==> config.mk <==
export PLATFORM = sky130hd
export DESIGN_NAME = exer2_op_sequencer
export DESIGN_NICKNAME = d
export VERILOG_FILES = /design/src/rtl/exer2_op_sequencer.sv
export SDC_FILE = /design/constraint.sdc
export NUM_CORES = 1
export LEC_CHECK = 0
export BUFFER_PORTS_ARGS = -buffer_cell sky130_fd_sc_hd__buf_2
export CAP_MARGIN = 40
export CORE_AREA = 2 2 72 74
export DETAILED_ROUTE_END_ITERATION = 16
export DIE_AREA = 0 0 74 76
export GPL_ROUTABILITY_DRIVEN = 0
export HOLD_SLACK_MARGIN = 0.06
export PLACE_DENSITY = 0.72
export SLEW_MARGIN = 0
export SYNTH_ARGS = -nofsm -noshare
export SYNTH_HDL_FRONTEND = slang
export SYNTH_SLANG_ARGS = --single-unit
==> constraint.sdc <==
create_clock -name clk -period 3.3 [get_ports clk]
set_input_delay 0.33 -clock clk [delete_from_list [all_inputs] [get_ports clk]]
set_output_delay 0.33 -clock clk [all_outputs]
set_load 0.05 [all_outputs]
==> src/rtl/exer2_op_sequencer.sv <==
// Front-panel sequencer for the exercise-2 datapath: button decode, operand capture,
// start/done handshake and result hold. Optional WAIT timeout under `CTRL_TIMEOUT_EN`.
module exer2_op_sequencer #(
  parameter int TIMEOUT_CYCLES = 1024,
  parameter int TEST_INIT      = 0
) (
  input  logic        clk,
  input  logic        rst_n,
  input  logic [4:0]  btn,
  input  logic [15:0] sw,
  input  logic        op_done,
  input  logic [15:0] op_result,
  output logic [2:0]  test_sel,
  output logic [7:0]  op_a,
  output logic [7:0]  op_b,
  output logic        op_start,
  output logic [15:0] result,
  output logic        result_valid,
  output logic        busy,
  output logic        err
);

  typedef enum logic [1:0] {S_IDLE, S_ISSUE, S_WAIT, S_CAPTURE} state_t;
  typedef enum logic [2:0] {A_NONE, A_C, A_U, A_D, A_L, A_R} action_t;

  state_t     state, state_nxt;
  action_t    action;
  logic [4:0] btn_s1, btn_s2, btn_prev;
  logic [4:0] press;
  logic       timeout;

  // Two-flop synchronizer plus edge detector: a held button yields a single press.
  // NOTE: sequential state always uses non-blocking (<=) so every flop samples pre-edge values.
  always_ff @(posedge clk or negedge rst_n) begin
    if (!rst_n) begin
      btn_s1   <= '0;
      btn_s2   <= '0;
      btn_prev <= '0;
    end else begin
      btn_s1   <= btn;
      btn_s2   <= btn_s1;
      btn_prev <= btn_s2;
    end
  end

  assign press = btn_s2 & ~btn_prev;

  // Fixed priority C > U > D > L > R; presses outside IDLE are dropped, not queued.
  // NOTE: every combinational output gets a default first so no latch is inferred.
  always_comb begin
    action = A_NONE;
    if (state == S_IDLE) begin
      if      (press[4]) action = A_C;
      else if (press[3]) action = A_U;
      else if (press[2]) action = A_D;
      else if (press[1]) action = A_L;
      else if (press[0]) action = A_R;
    end
  end

`ifdef CTRL_TIMEOUT_EN
  localparam int CW = $clog2(TIMEOUT_CYCLES + 1);
  logic [CW-1:0] to_cnt;

  always_ff @(posedge clk or negedge rst_n) begin
    if (!rst_n)                 to_cnt <= '0;
    else if (state == S_ISSUE)  to_cnt <= '0;
    else if (state == S_WAIT)   to_cnt <= to_cnt + 1'b1;
  end

  // Fires in the TIMEOUT_CYCLES-th WAIT cycle when no op_done has arrived.
  assign timeout = (state == S_WAIT) && !op_done && (to_cnt == CW'(TIMEOUT_CYCLES - 1));

  always_ff @(posedge clk or negedge rst_n) begin
    if (!rst_n)                err <= 1'b0;
    else if (timeout)          err <= 1'b1;
    else if (action == A_R)    err <= 1'b0;
  end
`else
  assign timeout = 1'b0;
  assign err     = 1'b0;
`endif

  always_ff @(posedge clk or negedge rst_n) begin
    if (!rst_n) state <= S_IDLE;
    else        state <= state_nxt;
  end

  always_comb begin
    state_nxt = state;
    unique case (state)
      S_IDLE:    if (action == A_C) state_nxt = S_ISSUE;
      S_ISSUE:   state_nxt = S_WAIT;
      S_WAIT: begin
        if (op_done)      state_nxt = S_CAPTURE;
        else if (timeout) state_nxt = S_IDLE;
      end
      S_CAPTURE: state_nxt = S_IDLE;
      default:   state_nxt = S_IDLE;
    endcase
  end

  always_comb begin
    op_start = (state == S_ISSUE);
    busy     = (state == S_ISSUE) || (state == S_WAIT);
  end

  // Selection and operands only change on IDLE actions, so they stay frozen while busy.
  always_ff @(posedge clk or negedge rst_n) begin
    if (!rst_n) begin
      test_sel     <= 3'(TEST_INIT);
      op_a         <= '0;
      op_b         <= '0;
      result       <= '0;
      result_valid <= 1'b0;
    end else begin
      unique case (action)
        A_U: begin
          test_sel     <= (test_sel == 3'd4) ? 3'd0 : test_sel + 3'd1;
          result_valid <= 1'b0;
        end
        A_D: begin
          test_sel     <= (test_sel == 3'd0) ? 3'd4 : test_sel - 3'd1;
          result_valid <= 1'b0;
        end
        A_L: begin
          op_a         <= sw[7:0];
          op_b         <= sw[15:8];
          result_valid <= 1'b0;
        end
        A_R: begin
          result       <= '0;
          result_valid <= 1'b0;
        end
        default: ;
      endcase
      if (state == S_WAIT) begin
        if (op_done) begin
          result       <= op_result;
          result_valid <= 1'b1;
        end else if (timeout) begin
          result_valid <= 1'b0;
        end
      end
    end
  end

endmodule

==> impl_metrics.json, run 1 <==
{
  "p_seq_share_pct": 34.3,
  "postRouteAntennaNets": 0,
  "slew_headroom_pct": 49.7,
  "drcViolationCount": 0,
  "fmax_mhz": 481,
  "status": "finished clean",
  "cpPeakStageDelay_ns": 0.70,
  "vdd_ir_drop_max_mv": 0.622,
  "fin_crit_ns": 2.08,
  "cp.depth": 5,
  "routedWlPerCell_um": 13.5,
  "drive_above_1_share_pct": 48.2,
  "leakagePower_uw": 0.00137,
  "rsz0062_at_grt": "false",
  "cts-root-buf": "clkbuf_8",
  "p_int_uw": 1500,
  "drt_wl_total_um": 3960,
  "seq_area_sq_mm": 0.00133,
  "grt_pass1_wl_um": 6890,
  "syn_nets": 190,
  "p_per_area_mw_per_mm2": 1120,
  "combPwrFrac_pct": 53.3,
  "end_kind": "flop",
  "clock-sinks": 53,
  "cts.path.max_buffers": 2,
  "ff2ff_setup_slack_ns": 1.22,
  "num-nets-final": 271,
  "synth_cell_types": 35,
  "worstReg2RegStart": "state[0]$_DFFE_PN0P_",
  "die_w_um": 74,
  "ys_seq_elements": 53,
  "overflow": 0,
  "coreArea_sq_mm": 0.00491,
  "grt_pass1_vias": 1447,
  "critPathLaunchType": "flop",
  "vias": 1404,
  "cp_max_fo": 18,
  "fillers": 422,
  "multi_input_area_sq_um": 716,
  "cts_max_level": 2,
  "path_class": "flop to flop",
  "total_power_uw": 2980,
  "n_antenna_cell": 0,
  "synth_area_sq_mm": 0.00211,
  "post_cts_buffers": 0,
  "grt.total_usage_pct": 15.9,
  "async_reset_ff_share_pct": 100,
  "ys_dominant_reg_cell": "dfrtp_1",
  "antenna_found_initial": 0,
  "slew_viol_final": 0,
  "finalClockSkew_ns": 0.00780,
  "place_hpwl_um": 2900,
  "ios": 79,
  "worstPathCellList": "inv_1, ha_1, and2_1, a31oi_2, a22o_1",
  "cp.arrival_ns": 2.33,
  "r2r_cells": 5,
  "syn_area_per_cell_sq_um": 14.9,
  "endpoint": "result[12]$_DFF_PN0_",
  "die_h_um": 76,
  "finalSetupViolations": 0,
  "vias_per_cell": 4.78,
  "worstMarginPinSlew_ns": 0.752,
  "numCtsBuffers": 5,
  "synth-edff-count": 0,
  "drtPass1Iterations": 4,
  "syn2layout_area_growth_pct": 25.8,
  "clock_latency_ns": 0.31,
  "totalNegativeSetupSlack_ns": 0,
  "timing.hold.ws_ns": 0.118,
  "min_period_over_period_pct": 63.0,
  "die-area_sq_mm": 0.00562,
  "start_util_pct": 43.0,
  "rr_endpoint": "result[12]$_DFF_PN0_",
  "synth_warnings": 0,
  "seq_area_frac_synth_pct": 62.8,
  "grt_max_degree": 32,
  "hold_viol": 0,
  "cts_tree": "done",
  "path_buf_inv": 1,
  "p_sw_uw": 1480,
  "slowest_stage": "a31oi_2",
  "clkTransAtPathRegs_ns": 0.10,
  "timing.critical_path.required_ns": 3.55,
  "maxCapViolations": 0,
  "synthCells": 142,
  "pwr-share-clk_pct": 12.5,
  "crit_family": "compound AO/OA/AOI/OAI gates",
  "crit_start": "state[0]$_DFFE_PN0P_",
  "netSwitchingFraction_pct": 49.8,
  "hp-class": "primary input to flop",
  "port_buffers": 77,
  "rows": 26,
  "first_iter_violations": 61
}
## sequential cells by signal (all words and copies together) (netlist names)
register	flops
btn_prev	5
btn_s1	5
btn_s2	5
op_a	8
op_b	8
result	16
result_valid	1
state	2
test_sel	3
## cells by family (layout without fill, tap and decap cells)
logic type	Yosys count	in the layout	synth area share [%]
mux	18	18	11.4
simple gates	19	19	5.39
compound gates	31	31	12.2
fa+ha+maj	8	8	4.74
other cells	1	1	0.178
flops	53	53	62.8
buf+inv	12	94	3.26
## cells in the mapped netlist (2+ instances only)
cell | n | area, sq um
dfrtp_1 | 53 | 1330
nand2b_1 | 5 | 31.3
a22oi_1 | 2 | 15.0
mux2_2 | 7 | 78.8
nor2_1 | 3 | 11.3
a21oi_1 | 2 | 10.0
a22o_1 | 16 | 140
inv_1 | 6 | 22.5
and2_1 | 2 | 12.5
nor2b_1 | 3 | 18.8
mux2_4 | 10 | 150
nand2_1 | 3 | 11.3
ha_1 | 8 | 100
## layer usage
layer  up-vias  global-route usage [%]  routed length [um]
met5         -                       0                   0
met4         0                    5.45                  65
met1       689                    22.4                1790
met2        48                    23.4                1820
li1        661                       -                   -
met3         6                    4.89                 279
## worst min path at each step
stage | cells past startpoint | slack, ns | endpoint | from
2_1_floorplan | 0 | 0.03 | btn_prev[0]$_DFF_PN0_ | rst_n
6_report | 1 | 0.12 | btn_s1[2]$_DFF_PN0_ | btn[2]
3_5_place_dp | 1 | 0.33 | test_sel[0]$_DFFE_PN0P_ | rst_n
4_1_cts | 1 | 0.11 | btn_s1[3]$_DFF_PN0_ | btn[3]
3_3_place_gp | 1 | 0.33 | test_sel[0]$_DFFE_PN0P_ | rst_n
5_1_grt | 1 | 0.09 | btn_s1[2]$_DFF_PN0_ | btn[2]
## layout make-up
class | count | share of cell area (%)
inverters | 6 | 0.848
repair buffers | 80 | 15.4
multi-input cells | 77 | 26.9
well taps | 70 | 3.30
clock inverters | 3 | 0.942
clock buffers | 5 | 2.59
flip-flops and latches | 53 | 49.9
## layout by cell type, fill, tap and decap left out, drive strengths merged, types with 5 or more instances in the layout
master  Yosys  final
mux2       18     18
dfrtp      53     53
a22o       16     16
clkbuf      1      5
inv         6      7
nand2b      6      6
buf         5     79
ha          8      8
## power by group through the flow
stage               logic [uW]  registers, uW  clock network (uW)
floorplan                  530           1740                   0
global placement          1570           1020                   0
detailed placement        1600           1020                   0
CTS                       1600           1020                 385
global route              1680           1050                 405
finish                    1590           1020                 372
## metrics by stage
stage	setup WS, ns	instance area [sq um]	util (%)	instances
after floorplan	1.54	2110	-	142
after global placement	1.32	2550	52.0	285
after detailed placement	1.24	2550	52.0	285
after CTS	1.22	2660	54.1	294
after global routing	1.02	2660	54.1	294
final	1.22	2660	54.1	294
## timing repair
item,CTS,global route
hold endpoints to repair,22,0
hold buffers,1,0
resized for setup,0,0
## worst reg2reg max path: cells and delay by family, from the launching register on
family,cells,cell delay (ns)
flops,1,0.39
buf+inv,1,0.09
simple gates,1,0.37
compound gates,2,0.94
fa+ha+maj,1,0.23
(Power assumes the default switching activity.)
==> inputs of run 2 (changes only) <==
- ABC_AREA: default -> 1
- CORE_AREA: 2 2 72 74 -> 2 2 76 78
- DIE_AREA: 0 0 74 76 -> 0 0 78 80
- PLACE_DENSITY: 0.72 -> 0.74
- clock period: 3.3 -> 1.8 ns (I/O delays scaled with it)
==> impl_metrics.json, run 2 <==
{
  "yosysMostFrequentCell": "nand2_1",
  "worstPathCellList": "inv_1, ha_1, nand2_2, inv_2, nand2_4, nor2_8, buf_4, nand3_1, nand2_1",
  "p_per_area_mw_per_mm2": 1920,
  "min_period_over_period_pct": 85.2,
  "hold_viol": 0,
  "fmax_mhz": 652,
  "layout_common_cells": "97 x nand2_1, 77 x buf_2, 53 x dfrtp_1",
  "synth-edff-count": 0,
  "synth.area.top_cells": "dfrtp_1 56%, nand2_1 15%, inv_1 5.2%",
  "worstReg2RegStart": "state[0]$_DFFE_PN0P_",
  "cts_resized": 0,
  "routedWlPerCell_um": 10.3,
  "clkTransAtPathRegs_ns": 0.09,
  "place_ws_ns": 0.258,
  "cts.path.max_buffers": 2,
  "met1_length_um": 1940,
  "die-area_sq_mm": 0.00624,
  "cts_tree": "done",
  "yosys.area.top_type_share_pct": 56.0,
  "overflow": 0,
  "fin_crit_ns": 1.53,
  "path_buf_inv": 3,
  "port_buffers": 77,
  "synth_commonest_cells": "97 x nand2_1, 53 x dfrtp_1, 33 x inv_1, 20 x nor2_1, 17 x nand3_1",
  "syn_nets": 319,
  "rr_endpoint": "op_a[5]$_DFFE_PN0P_",
  "cpPeakStageDelay_ns": 0.39,
  "timing.critical_path.required_ns": 2.03,
  "cts_max_level": 2,
  "dpl_cell_area_sq_mm": 0.00284,
  "clock-sinks": 53,
  "drt_wl_total_um": 4410,
  "num-nets-final": 404,
  "hold-path-cell-count": 3,
  "largest_reg_flops": 16,
  "cts-root-buf": "clkbuf_8",
  "grt.total_usage_pct": 14.9,
  "synth_area_leader_cell": "dfrtp_1",
  "end_kind": "flop",
  "synth_cell_types": 22,
  "grt_pass1_wl_um": 7370,
  "die_w_um": 78,
  "syn2layout_area_growth_pct": 28.0,
  "hp-class": "primary input to flop",
  "fin_cells": 429,
  "vdd_ir_drop_max_mv": 1.05,
  "syn_area_per_cell_sq_um": 8.74,
  "dpl.cell_count": 415,
  "path_class": "flop to flop",
  "seq_area_frac_synth_pct": 56.0,
  "slew_viol_final": 0,
  "totalNegativeSetupSlack_ns": 0,
  "layout_setup_ws_ns": 0.267,
  "synthCells": 271,
  "synth_warnings": 0,
  "drtPass1Iterations": 4,
  "min_to": "result[10]$_DFF_PN0_",
  "finalClockSkew_ns": 0.0108,
  "grt_pass1_vias": 1718,
  "grt_max_degree": 54,
  "async_reset_ff_share_pct": 100,
  "start_util_pct": 43.8,
  "ff2ff_setup_slack_ns": 0.27,
  "leakagePower_uw": 0.00176,
  "rsz0062_at_grt": "false",
  "fin_area_sq_mm": 0.00303,
  "synth_area_sq_mm": 0.00237,
  "first_iter_violations": 73,
  "cts_hold_buf": 6,
  "antenna_found_initial": 0,
  "maxCapViolations": 0,
  "regMostFlops": "result",
  "dr_wl_met2_um": 2130,
  "r2r_cells": 9,
  "vias": 1853,
  "cp.arrival_ns": 1.77,
  "clock_latency_ns": 0.30,
  "top_regs": "result (16), op_a (8), op_b (8)",
  "drive_above_1_share_pct": 31.7,
  "finalSetupViolations": 0,
  "n_antenna_cell": 0,
  "postRouteAntennaNets": 0,
  "final_common_cell": "nand2_1",
  "coreArea_sq_mm": 0.00541,
  "ys_seq_elements": 53,
  "ys_dominant_reg_cell": "dfrtp_1",
  "vias_per_cell": 4.32,
  "holdCritStartpoint": "op_result[10]",
  "status": "finished clean",
  "ios": 79,
  "die_h_um": 80,
  "slowest_stage": "dfrtp_1",
  "route.top_layer_used": "met4",
  "met3_length_um": 298,
  "critPathLaunchType": "flop",
  "drcViolationCount": 0,
  "final_util_pct": 56.1,
  "place_hpwl_um": 3220,
  "crit_family": "simple AND/OR/NAND/NOR gates",
  "post_cts_buffers": 0,
  "cp_max_fo": 13,
  "numCtsBuffers": 5,
  "rows": 27
}
run 2: worst register-to-register path: stages (launching register included):
cell and delay [ns]:
dfrtp_1 0.39, inv_1 0.12, ha_1 0.18, nand2_2 0.07, inv_2 0.10, nand2_4 0.08, nor2_8 0.16, buf_4 0.22
nand3_1 0.09, nand2_1 0.08
run 2: metrics by stage:
step / hold WS, ns / total power (uW)
floorplan: -0.116 / 4240
global placement: 0.193 / 4870
detailed placement: 0.194 / 4940
CTS: 0.0627 / 5880
global route: 0.0688 / 6220
finish: 0.0755 / 5810
run 2: area by class of cell:
cell class              count  area [sq um]
clock buffers               5          68.8
clock inverters             3          65.1
fillers                   508          2370
inverters                  37           139
multi-input cells         173           850
flip-flops and latches     53          1330
well taps                  72          90.1
repair buffers             86           493
run 2: layer usage:
layer | vias up | GRT usage [%]
met5 | - | 0
met4 | 0 | 4.74
met3 | 4 | 3.73
met2 | 66 | 26.6
met1 | 808 | 17.8
li1 | 975 | -
run 2: how the worst max path moves through the flow:
stage	start	to	slack, ns	depth (start not counted)
CTS	state[1]$_DFFE_PN0P_	result[3]$_DFF_PN0_	0.24	9
global route	state[1]$_DFFE_PN0P_	op_a[7]$_DFFE_PN0P_	0.10	9
global placement	state[0]$_DFFE_PN0P_	result[0]$_DFF_PN0_	0.34	9
finish	state[0]$_DFFE_PN0P_	op_a[5]$_DFFE_PN0P_	0.27	9
floorplan	test_sel[0]$_DFFE_PN0P_	test_sel[2]$_DFFE_PN0P_	0.20	8
detailed placement	state[1]$_DFFE_PN0P_	result[3]$_DFF_PN0_	0.26	9
run 2: logic make-up after synthesis:
| family | Yosys count | share of synthesized area (%) |
|---|---|---|
| AND/OR/NAND/NOR | 157 | 29.8 |
| AO/OA/AOI/OAI | 7 | 1.64 |
| flip-flops | 53 | 56.0 |
| other | 1 | 0.158 |
| adder cells (fa/ha/maj) | 8 | 4.23 |
| buffers and inverters | 45 | 8.13 |
run 2: where the power goes:
part	internal [uW]	leakage (uW)	switching, uW	total [uW]
sequential	1610	0.000644	221	1830
combinational	751	0.00105	2310	3060
clock	552	0.0000681	362	914
==> inputs of run 3 (changes only) <==
- clock period: 1.8 -> 1.3 ns (I/O delays scaled with it)
==> impl_metrics.json, run 3 (synthesis results as in run 2) <==
{
  "end_kind": "flop",
  "vias": 2009,
  "finalClockSkew_ns": 0.00796,
  "crit_start": "state[0]$_DFFE_PN0P_",
  "cts_tree": "done",
  "critPathLaunchType": "flop",
  "leakagePower_uw": 0.00192,
  "num-nets-final": 444,
  "first_iter_violations": 73,
  "clock_latency_ns": 0.30,
  "violations": "negative setup slack",
  "worstReg2RegStart": "state[0]$_DFFE_PN0P_",
  "drt_wl_total_um": 5250,
  "path_class": "flop to flop",
  "p_per_area_mw_per_mm2": 2400,
  "largest_reg_flops": 16,
  "cp.arrival_ns": 1.65,
  "grt.total_usage_pct": 17.5,
  "cts_max_level": 2,
  "dpl.cell_count": 420,
  "grt_max_degree": 54,
  "total_power_uw": 8490,
  "port_buffers": 77,
  "cpPeakStageDelay_ns": 0.40,
  "final_common_cell": "nand2_1",
  "maxCapViolations": 0,
  "rsz0062_at_grt": "true",
  "holdCritStartpoint": "sw[9]",
  "layout_common_cells": "95 x nand2_1, 75 x buf_2, 50 x dfrtp_1",
  "die_h_um": 80,
  "status": "finished with violations",
  "cpMostUsedCell": "inv_2",
  "vias_per_cell": 4.28,
  "drive_above_1_share_pct": 36.0,
  "regMostFlops": "result",
  "timing.critical_path.required_ns": 1.54,
  "place_hpwl_um": 3120,
  "vdd_ir_drop_max_mv": 1.21,
  "grt_pass1_vias": 1908,
  "ios": 79,
  "fin_crit_ns": 1.42,
  "n_antenna_cell": 0,
  "cts-root-buf": "clkbuf_8",
  "hp-class": "primary input to flop",
  "antenna_found_initial": 0,
  "final_util_pct": 65.6,
  "slew_viol_final": 0,
  "numCtsBuffers": 5,
  "hold_viol": 0,
  "clkTransAtPathRegs_ns": 0.10,
  "layout_setup_ws_ns": -0.115,
  "die-area_sq_mm": 0.00624,
  "cts.path.max_buffers": 2,
  "routedWlPerCell_um": 11.2,
  "fmax_mhz": 707,
  "drtPass1Iterations": 4,
  "top_regs": "result (16), op_a (8), op_b (8)",
  "fin_cells": 469,
  "grt_pass1_wl_um": 8500,
  "rows": 27,
  "clock-sinks": 53,
  "start_util_pct": 43.8,
  "min_period_over_period_pct": 109,
  "postRouteAntennaNets": 0,
  "syn2layout_area_growth_pct": 49.7,
  "finalSetupViolations": 35,
  "slowest_stage": "dfrtp_1",
  "die_w_um": 78,
  "cp_max_fo": 8,
  "overflow": 0,
  "coreArea_sq_mm": 0.00541,
  "worstPathCellList": "inv_2, ha_4, nand2_2, inv_2, nand2_4, nor2_8, buf_12, clkbuf_16, nand3_1, nand2_1",
  "drcViolationCount": 0
}
## run 3: timing repair
item,CTS,global route
resized for setup,11,13
pin swaps,3,0
buffers inserted,5,1
cloned,1,1
setup endpoints to repair,38,40
hold endpoints to repair,84,1
hold buffers,32,1
## run 3: layout make-up
cell class              count  area, sq um
multi-input cells         174          958
flip-flops and latches     53         1330
well taps                  72         90.1
inverters                  37          139
fillers                   445         1860
clock inverters             2         35.0
clock buffers               6         72.6
repair buffers            125          920
## run 3: worst max-delay path, delay by kind of cell (launching register included)
family / cells / cell delay (ns)
adders and majority gates: 1 / 0.13
buffers and inverters: 4 / 0.45
DFF: 1 / 0.40
and+or+nand+nor: 5 / 0.39
## run 3: report_power, final
part	internal [uW]	switching, uW	total (uW)
Combinational	1460	3390	4840
Sequential	2240	324	2560
Clock	572	513	1090
Total	4270	4220	8490
## run 3: per-layer routing
metal | vias to the layer above | track usage (%) | routed length [um]
li1 | 1054 | - | -
met1 | 888 | 21.9 | 2350
met2 | 63 | 29.9 | 2570
met3 | 4 | 3.96 | 264
met4 | 0 | 5.96 | 62
met5 | - | 0 | 0
## run 3: worst paths after layout
kind | cells after the start | slack [ns] | to
worst max-delay path | 10 | -0.12 | op_a[5]$_DFFE_PN0P_
worst min-delay path | 3 | 0.07 | op_b[1]$_DFFE_PN0P_
worst max register to register | 10 | -0.12 | op_a[5]$_DFFE_PN0P_
worst min register to register | 0 | 0.35 | btn_s2[3]$_DFF_PN0_
max in group asynchronous | 3 | 0.71 | test_sel[2]$_DFFE_PN0P_
min in group asynchronous | 3 | 0.34 | result_valid$_DFF_PN0_
## run 3: through the flow
| stage | hold slack, ns | worst slack [ns] | setup TNS [ns] | cell area [sq um] |
|---|---|---|---|---|
| floorplan | -0.166 | -0.102 | -2.11 | 2390 |
| global placement | 0.145 | -0.0593 | -1.53 | 2900 |
| detailed placement | 0.144 | -0.0883 | -2.30 | 2900 |
| CTS | 0.0609 | -0.0697 | -1.75 | 3440 |
| global route | 0.0513 | -0.173 | -4.86 | 3540 |
| finish | 0.0680 | -0.115 | -2.11 | 3540 |
